<file path="src/rtl/iomem_pwm_pkg.sv">
// Shared register map, field positions and CTRL payload layout for the iomem PWM LED block.
package iomem_pwm_pkg;

   localparam int unsigned OFF_W  = 6;
   localparam int unsigned CNT_W  = 8;
   localparam int unsigned PRE_W  = 16;
   localparam int unsigned NUM_CH = 3;

   // Word offsets taken from iomem_addr[7:2]
   localparam logic [OFF_W-1:0] PWM_CTRL     = 6'd0;
   localparam logic [OFF_W-1:0] PWM_PRESCALE = 6'd1;
   localparam logic [OFF_W-1:0] PWM_PERIOD   = 6'd2;
   localparam logic [OFF_W-1:0] PWM_DUTY0    = 6'd3;
   localparam logic [OFF_W-1:0] PWM_DUTY1    = 6'd4;
   localparam logic [OFF_W-1:0] PWM_DUTY2    = 6'd5;
   localparam logic [OFF_W-1:0] PWM_COUNT    = 6'd6;
   localparam logic [OFF_W-1:0] PWM_STATUS   = 6'd7;

   localparam int unsigned RUN_BIT    = 3;
   localparam int unsigned IRQ_EN_BIT = 8;

   localparam logic [CNT_W-1:0] PERIOD_RST = 8'hFF;

   typedef struct packed {
      logic              irq_en;
      logic              run;
      logic [NUM_CH-1:0] en;
   } ctrl_t;

   function automatic logic [31:0] ctrl_to_word(input ctrl_t c);
      logic [31:0] w;
      w                = '0;
      w[NUM_CH-1:0]    = c.en;
      w[RUN_BIT]       = c.run;
      w[IRQ_EN_BIT]    = c.irq_en;
      return w;
   endfunction

endpackage

</file>
<file path="src/rtl/pwm_timebase.sv">
// Prescaler plus period counter; wrap_pulse marks the edge on which cnt returns to 0.
module pwm_timebase
   import iomem_pwm_pkg::*;
(
   input  logic             clk,
   input  logic             resetn,
   input  logic             run,
   input  logic             clear,
   input  logic [PRE_W-1:0] prescale,
   input  logic [CNT_W-1:0] period,
   output logic [CNT_W-1:0] cnt,
   output logic             wrap_pulse
);

   logic [PRE_W-1:0] pcnt_q, pcnt_d;
   logic [CNT_W-1:0] cnt_q, cnt_d;
   logic             tick;

   always_comb begin
      tick       = run && (pcnt_q == prescale);
      pcnt_d     = pcnt_q + PRE_W'(1);
      cnt_d      = cnt_q;
      wrap_pulse = 1'b0;
      if (tick) begin
         pcnt_d = '0;
         if (cnt_q == period) begin
            cnt_d      = '0;
            wrap_pulse = 1'b1;
         end else begin
            cnt_d = cnt_q + CNT_W'(1);
         end
      end
      // A stopped or just-reprogrammed time base restarts from zero without flagging a wrap
      if (clear || !run) begin
         pcnt_d     = '0;
         cnt_d      = '0;
         wrap_pulse = 1'b0;
      end
   end

   always_ff @(posedge clk or negedge resetn) begin
      if (!resetn) begin
         pcnt_q <= '0;
         cnt_q  <= '0;
      end else begin
         pcnt_q <= pcnt_d;
         cnt_q  <= cnt_d;
      end
   end

   assign cnt = cnt_q;

endmodule

</file>
<file path="src/rtl/iomem_pwm_leds.sv">
// Three-channel PWM LED controller on the picosoc iomem bus: decode, register file, comparators, irq.
module iomem_pwm_leds
   import iomem_pwm_pkg::*;
#(
   parameter logic [7:0] BASE_ADDR = 8'h04
) (
   input  logic        clk,
   input  logic        resetn,
   input  logic        iomem_valid,
   output logic        iomem_ready,
   input  logic [3:0]  iomem_wstrb,
   input  logic [31:0] iomem_addr,
   input  logic [31:0] iomem_wdata,
   output logic [31:0] iomem_rdata,
   output logic [2:0]  pwm_out,
   output logic        irq
);

   ctrl_t                         ctrl_q, ctrl_d;
   logic [PRE_W-1:0]              prescale_q, prescale_d;
   logic [CNT_W-1:0]              period_q, period_d;
   logic [NUM_CH-1:0][CNT_W-1:0]  duty_q, duty_d;
   logic                          wrap_q, wrap_d;
   logic                          ready_q, ready_d;
   logic [31:0]                   rdata_q, rdata_d;
   logic [NUM_CH-1:0]             pwm_q, pwm_d;
   logic                          irq_q, irq_d;

   logic             hit, wr, clear;
   logic [OFF_W-1:0] off;
   logic [31:0]      rd_word;
   logic [CNT_W-1:0] cnt;
   logic             wrap_pulse;
   logic             unused_bits;

   assign unused_bits = ^{iomem_addr[23:8], iomem_addr[1:0], iomem_wdata[31:16], iomem_wstrb[3:2]};

   // Decode; a hit is never taken in the ready cycle so a held request pulses every other clock
   always_comb begin
      hit   = iomem_valid && !ready_q && (iomem_addr[31:24] == BASE_ADDR);
      wr    = hit && (iomem_wstrb != 4'b0000);
      off   = iomem_addr[7:2];
      clear = wr && ((off == PWM_PRESCALE) || (off == PWM_PERIOD));
   end

   always_comb begin
      rd_word = '0;
      case (off)
         PWM_CTRL:     rd_word = ctrl_to_word(ctrl_q);
         PWM_PRESCALE: rd_word = 32'(prescale_q);
         PWM_PERIOD:   rd_word = 32'(period_q);
         PWM_DUTY0:    rd_word = 32'(duty_q[0]);
         PWM_DUTY1:    rd_word = 32'(duty_q[1]);
         PWM_DUTY2:    rd_word = 32'(duty_q[2]);
         PWM_COUNT:    rd_word = 32'(cnt);
         PWM_STATUS:   rd_word = 32'(wrap_q);
         default:      rd_word = '0;
      endcase
   end

   always_comb begin
      ctrl_d     = ctrl_q;
      prescale_d = prescale_q;
      period_d   = period_q;
      duty_d     = duty_q;
      wrap_d     = wrap_q;
      ready_d    = hit;
      rdata_d    = hit ? rd_word : '0;
      if (wr) begin
         case (off)
            PWM_CTRL: begin
               if (iomem_wstrb[0]) begin
                  ctrl_d.en  = iomem_wdata[NUM_CH-1:0];
                  ctrl_d.run = iomem_wdata[RUN_BIT];
               end
               if (iomem_wstrb[1]) ctrl_d.irq_en = iomem_wdata[IRQ_EN_BIT];
            end
            PWM_PRESCALE: begin
               if (iomem_wstrb[0]) prescale_d[7:0]  = iomem_wdata[7:0];
               if (iomem_wstrb[1]) prescale_d[15:8] = iomem_wdata[15:8];
            end
            PWM_PERIOD: if (iomem_wstrb[0]) period_d  = iomem_wdata[7:0];
            PWM_DUTY0:  if (iomem_wstrb[0]) duty_d[0] = iomem_wdata[7:0];
            PWM_DUTY1:  if (iomem_wstrb[0]) duty_d[1] = iomem_wdata[7:0];
            PWM_DUTY2:  if (iomem_wstrb[0]) duty_d[2] = iomem_wdata[7:0];
            PWM_STATUS: if (iomem_wstrb[0] && iomem_wdata[0]) wrap_d = 1'b0;
            default: ;
         endcase
      end
      // A wrap on the same edge as a W1C keeps the flag set
      if (wrap_pulse) wrap_d = 1'b1;
      for (int unsigned i = 0; i < NUM_CH; i++) begin
         pwm_d[i] = ctrl_q.en[i] && (cnt < duty_q[i]);
      end
      irq_d = wrap_q && ctrl_q.irq_en;
   end

   always_ff @(posedge clk or negedge resetn) begin
      if (!resetn) begin
         ctrl_q     <= '0;
         prescale_q <= '0;
         period_q   <= PERIOD_RST;
         duty_q     <= '0;
         wrap_q     <= 1'b0;
         ready_q    <= 1'b0;
         rdata_q    <= '0;
         pwm_q      <= '0;
         irq_q      <= 1'b0;
      end else begin
         ctrl_q     <= ctrl_d;
         prescale_q <= prescale_d;
         period_q   <= period_d;
         duty_q     <= duty_d;
         wrap_q     <= wrap_d;
         ready_q    <= ready_d;
         rdata_q    <= rdata_d;
         pwm_q      <= pwm_d;
         irq_q      <= irq_d;
      end
   end

   pwm_timebase u_timebase (
      .clk        (clk),
      .resetn     (resetn),
      .run        (ctrl_q.run),
      .clear      (clear),
      .prescale   (prescale_q),
      .period     (period_q),
      .cnt        (cnt),
      .wrap_pulse (wrap_pulse)
   );

   assign iomem_ready = ready_q;
   assign iomem_rdata = rdata_q;
   assign pwm_out     = pwm_q;
   assign irq         = irq_q;

endmodule

</file>
<file path="config.mk">
export PLATFORM = sky130hd
export DESIGN_NAME = iomem_pwm_leds
export DESIGN_NICKNAME = d
export VERILOG_FILES = /design/src/rtl/iomem_pwm_pkg.sv /design/src/rtl/pwm_timebase.sv /design/src/rtl/iomem_pwm_leds.sv
export SDC_FILE = /design/constraint.sdc
export NUM_CORES = 1
export LEC_CHECK = 0
export CAP_MARGIN = 20
export CORE_MARGIN = 2
export CORE_UTILIZATION = 46
export CTS_CLUSTER_DIAMETER = 120
export DETAILED_ROUTE_END_ITERATION = 10
export PLACE_DENSITY = 0.76
export SETUP_SLACK_MARGIN = 0.02
export SLEW_MARGIN = 20
export SYNTH_ARGS = -nofsm -noshare
export SYNTH_HDL_FRONTEND = slang
export SYNTH_SLANG_ARGS = --single-unit
</file>
<file path="constraint.sdc">
create_clock -name clk -period 2.4 [get_ports clk]
set_clock_uncertainty 0.15 [all_clocks]
set_input_delay 0.36 -clock clk [delete_from_list [all_inputs] [get_ports clk]]
set_output_delay 0.36 -clock clk [all_outputs]
set_load 0.01 [all_outputs]
</file>
==> metrics.txt <==
run status completed; Worst Slack Setup Final 112 ps; Layout Utilization 0.582; Fmax 437 MHz; Root Driver clkbuf_16; Tcrit/Tclk final 0.953; # DRC 0; first-pass GRT wire length 22.0 mm; CP startpoint kind flop; row cnt 39; synthesized cell area 0.00543 mm2; dpl hpwl 10.3 mm; Synth top area share 0.420; htree depth 3; Crit. End Element flop; most numerous cell in the Yosys netlist dfrtp_1; synth top area cells dfrtp_1, mux2_2, ha_1; Top FF cell, synth dfrtp_1; CP Max Fanout 11; Initial Util 0.473; worst reg2reg setup slack 110 ps; detailed-route via count 4172; vias in the first global route 4315; syn_area_per_cell 10.7 um2; Post-Syn Instances 507; Layout Nets 698; post-synth cell types 56; RSZ-0062 raised after global routing true; worst endpoint required time 2490 ps; Routed WL 13.7 mm; port bufs 57; startpoint of the worst hold path duty_q[19]$_DFFE_PN0P_; largest net degree at the start of global routing 42; layout cells sized above 1 0.228; endpoint of the worst register-to-register path u_timebase.cnt[6]$_DFFE_PN0P_; GP Congestion 0.859; antenna diode count 0; WHS Path Cells 1; clock slew at reported path FFs 70 ps; #FFs+latches synth 99; Post-DP Area 0.00636 mm2; TritonCTS clock tree built; Fin. Hold Viols 0; Final Setup Violations 0; wire per inst 18.2 um; core area 0.0115 mm2; final instance area 0.00668 mm2; Die Y 113 um; Peak supply drop 0.000611 V; fill count 987; worst min-delay path class reg2reg; initial antenna violation count 0; Die Wd 113 um; total track usage 0.225; Worst Reg-to-Reg Cells 7; Leak 0.00310 uW; Worst Setup Slack post-DPL -236 ps; post-synthesis async set-or-reset flop share 1.00; Pre-Repair DR Iteration Count 5; crit path time final 2290 ps; Vias/cell 5.55; Worst Path Arrival 2380 ps; die footprint 0.0127 mm2; Setup Crit Path Kind reg2reg; area leader, netlist dfrtp_1; Yosys warning count 0; reg-to-reg critical path startpoint iomem_ready$_DFF_PN0_; total CTS buffers 9; area grow syn2layout 23.0%; GRT overflow 0; EDFF count, synth 0; Pwr Density 492 mW/mm2; slew margin rel. 0.610; Clock Sink Count 99; hold_ws 361 ps; worst-margin pin slew 585 ps; Clock Tree Buf Depth 2; clock latency on the worst-skew pair 360 ps; maxcap violations 0; top cells by count, synth dfrtp_1, mux2_2, nor2_1; 1st-iter DRT viols 285; sequential share of the synthesized area 0.458; Slew Viols, Final 0; Post-DRT Antenna Nets 0; worst hold endpoint duty_q[19]$_DFFE_PN0P_; # IOs 108
critical path, stage by stage (launching register included):
cell and delay (ps):
dfrtp_1 410, nor4b_2 270, nand4_1 220, o41a_1 530
o31ai_4 90, buf_4 220, a21boi_1 190, o22ai_1 90
layout make-up:
| cell class | count | area (um2) | area share |
|---|---|---|---|
| clock inverters | 6 | 46.3 | 0.00693 |
| well taps | 143 | 179 | 0.0268 |
| flip-flops and latches | 99 | 2490 | 0.373 |
| multi-input cells | 362 | 2680 | 0.401 |
| repair buffers | 102 | 937 | 0.140 |
| inverters | 30 | 113 | 0.0169 |
| clock buffers | 10 | 239 | 0.0358 |
per-stage QoR:
stage	std cells	TNS [ps]	power (uW)
floorplan	522	0	1780
global placement	733	-9120	1900
detailed placement	733	-11820	1910
CTS	750	0	3310
global route	752	0	3380
finish	752	0	3280
where the power goes:
| group | internal (uW) | switching [uW] |
|---|---|---|
| Combinational | 92.1 | 115 |
| Sequential | 1670 | 0.690 |
| Clock | 740 | 665 |
cells by family (layout without fill, tap and decap cells):
family,after synthesis,after routing,share of synthesized area
other,1,16,0.000691
AO/OA/AOI/OAI,76,76,0.0952
AND/OR/NAND/NOR,148,148,0.146
flip-flops,99,99,0.458
adder cells (fa/ha/maj),23,23,0.0530
buffers and inverters,61,148,0.0590
multiplexers,64,64,0.131
XOR/XNOR,35,35,0.0565
placed cells by master (no fill, tap or decap), drive strengths merged, types with 8 or more instances in the layout:
| cell type | count |
|---|---|
| clkbuf | 10 |
| inv | 33 |
| dfstp | 8 |
| conb | 16 |
| dfrtp | 91 |
| nand2 | 36 |
| a22oi | 9 |
| nor2 | 43 |
| xor2 | 21 |
| nand4 | 9 |
| nand3 | 13 |
| buf | 45 |
| ha | 23 |
| a21oi | 12 |
| clkdlybuf4s50 | 56 |
| and3 | 10 |
| xnor2 | 14 |
| mux2 | 55 |
| o21ai | 24 |
| mux2i | 9 |
flip-flops by register name, summed over array words and instances, names as in the netlist:
register / cells
iomem_ready: 1
irq: 1
wrap_q: 1
pwm_out: 3
iomem_rdata: 16
prescale_q: 16
duty_q: 24
u_timebase.pcnt_q: 16
u_timebase.cnt: 8
ctrl_q: 5
period_q: 8
metal layers:
layer  global-route usage  vias to the layer above  share of wire
met5                    0                        -              0
met3               0.0691                       36          0.056
met4               0.0976                        0          0.032
met2                0.373                      132           0.50
li1                     -                     1937              -
met1                0.270                     2067           0.41
worst max path at each step:
stage | start | to | cells past startpoint
5_1_grt | iomem_ready$_DFF_PN0_ | u_timebase.cnt[6]$_DFFE_PN0P_ | 7
3_3_place_gp | iomem_addr[25] | u_timebase.pcnt_q[11]$_DFF_PN0_ | 7
2_1_floorplan | iomem_ready$_DFF_PN0_ | u_timebase.cnt[6]$_DFFE_PN0P_ | 6
4_1_cts | u_timebase.pcnt_q[9]$_DFF_PN0_ | u_timebase.pcnt_q[7]$_DFF_PN0_ | 6
3_5_place_dp | iomem_addr[25] | u_timebase.pcnt_q[7]$_DFF_PN0_ | 7
6_report | iomem_ready$_DFF_PN0_ | u_timebase.cnt[6]$_DFFE_PN0P_ | 7
timing repair:
| action | CTS | global route |
|---|---|---|
| resized for setup | 0 | 1 |
| setup endpoints to repair | 0 | 19 |
| hold buffers | 1 | 0 |
| setup buffers | 0 | 2 |
| endpoints found under the hold margin | 36 | 0 |
No activity file was read; power rests on OpenSTA's default activity.
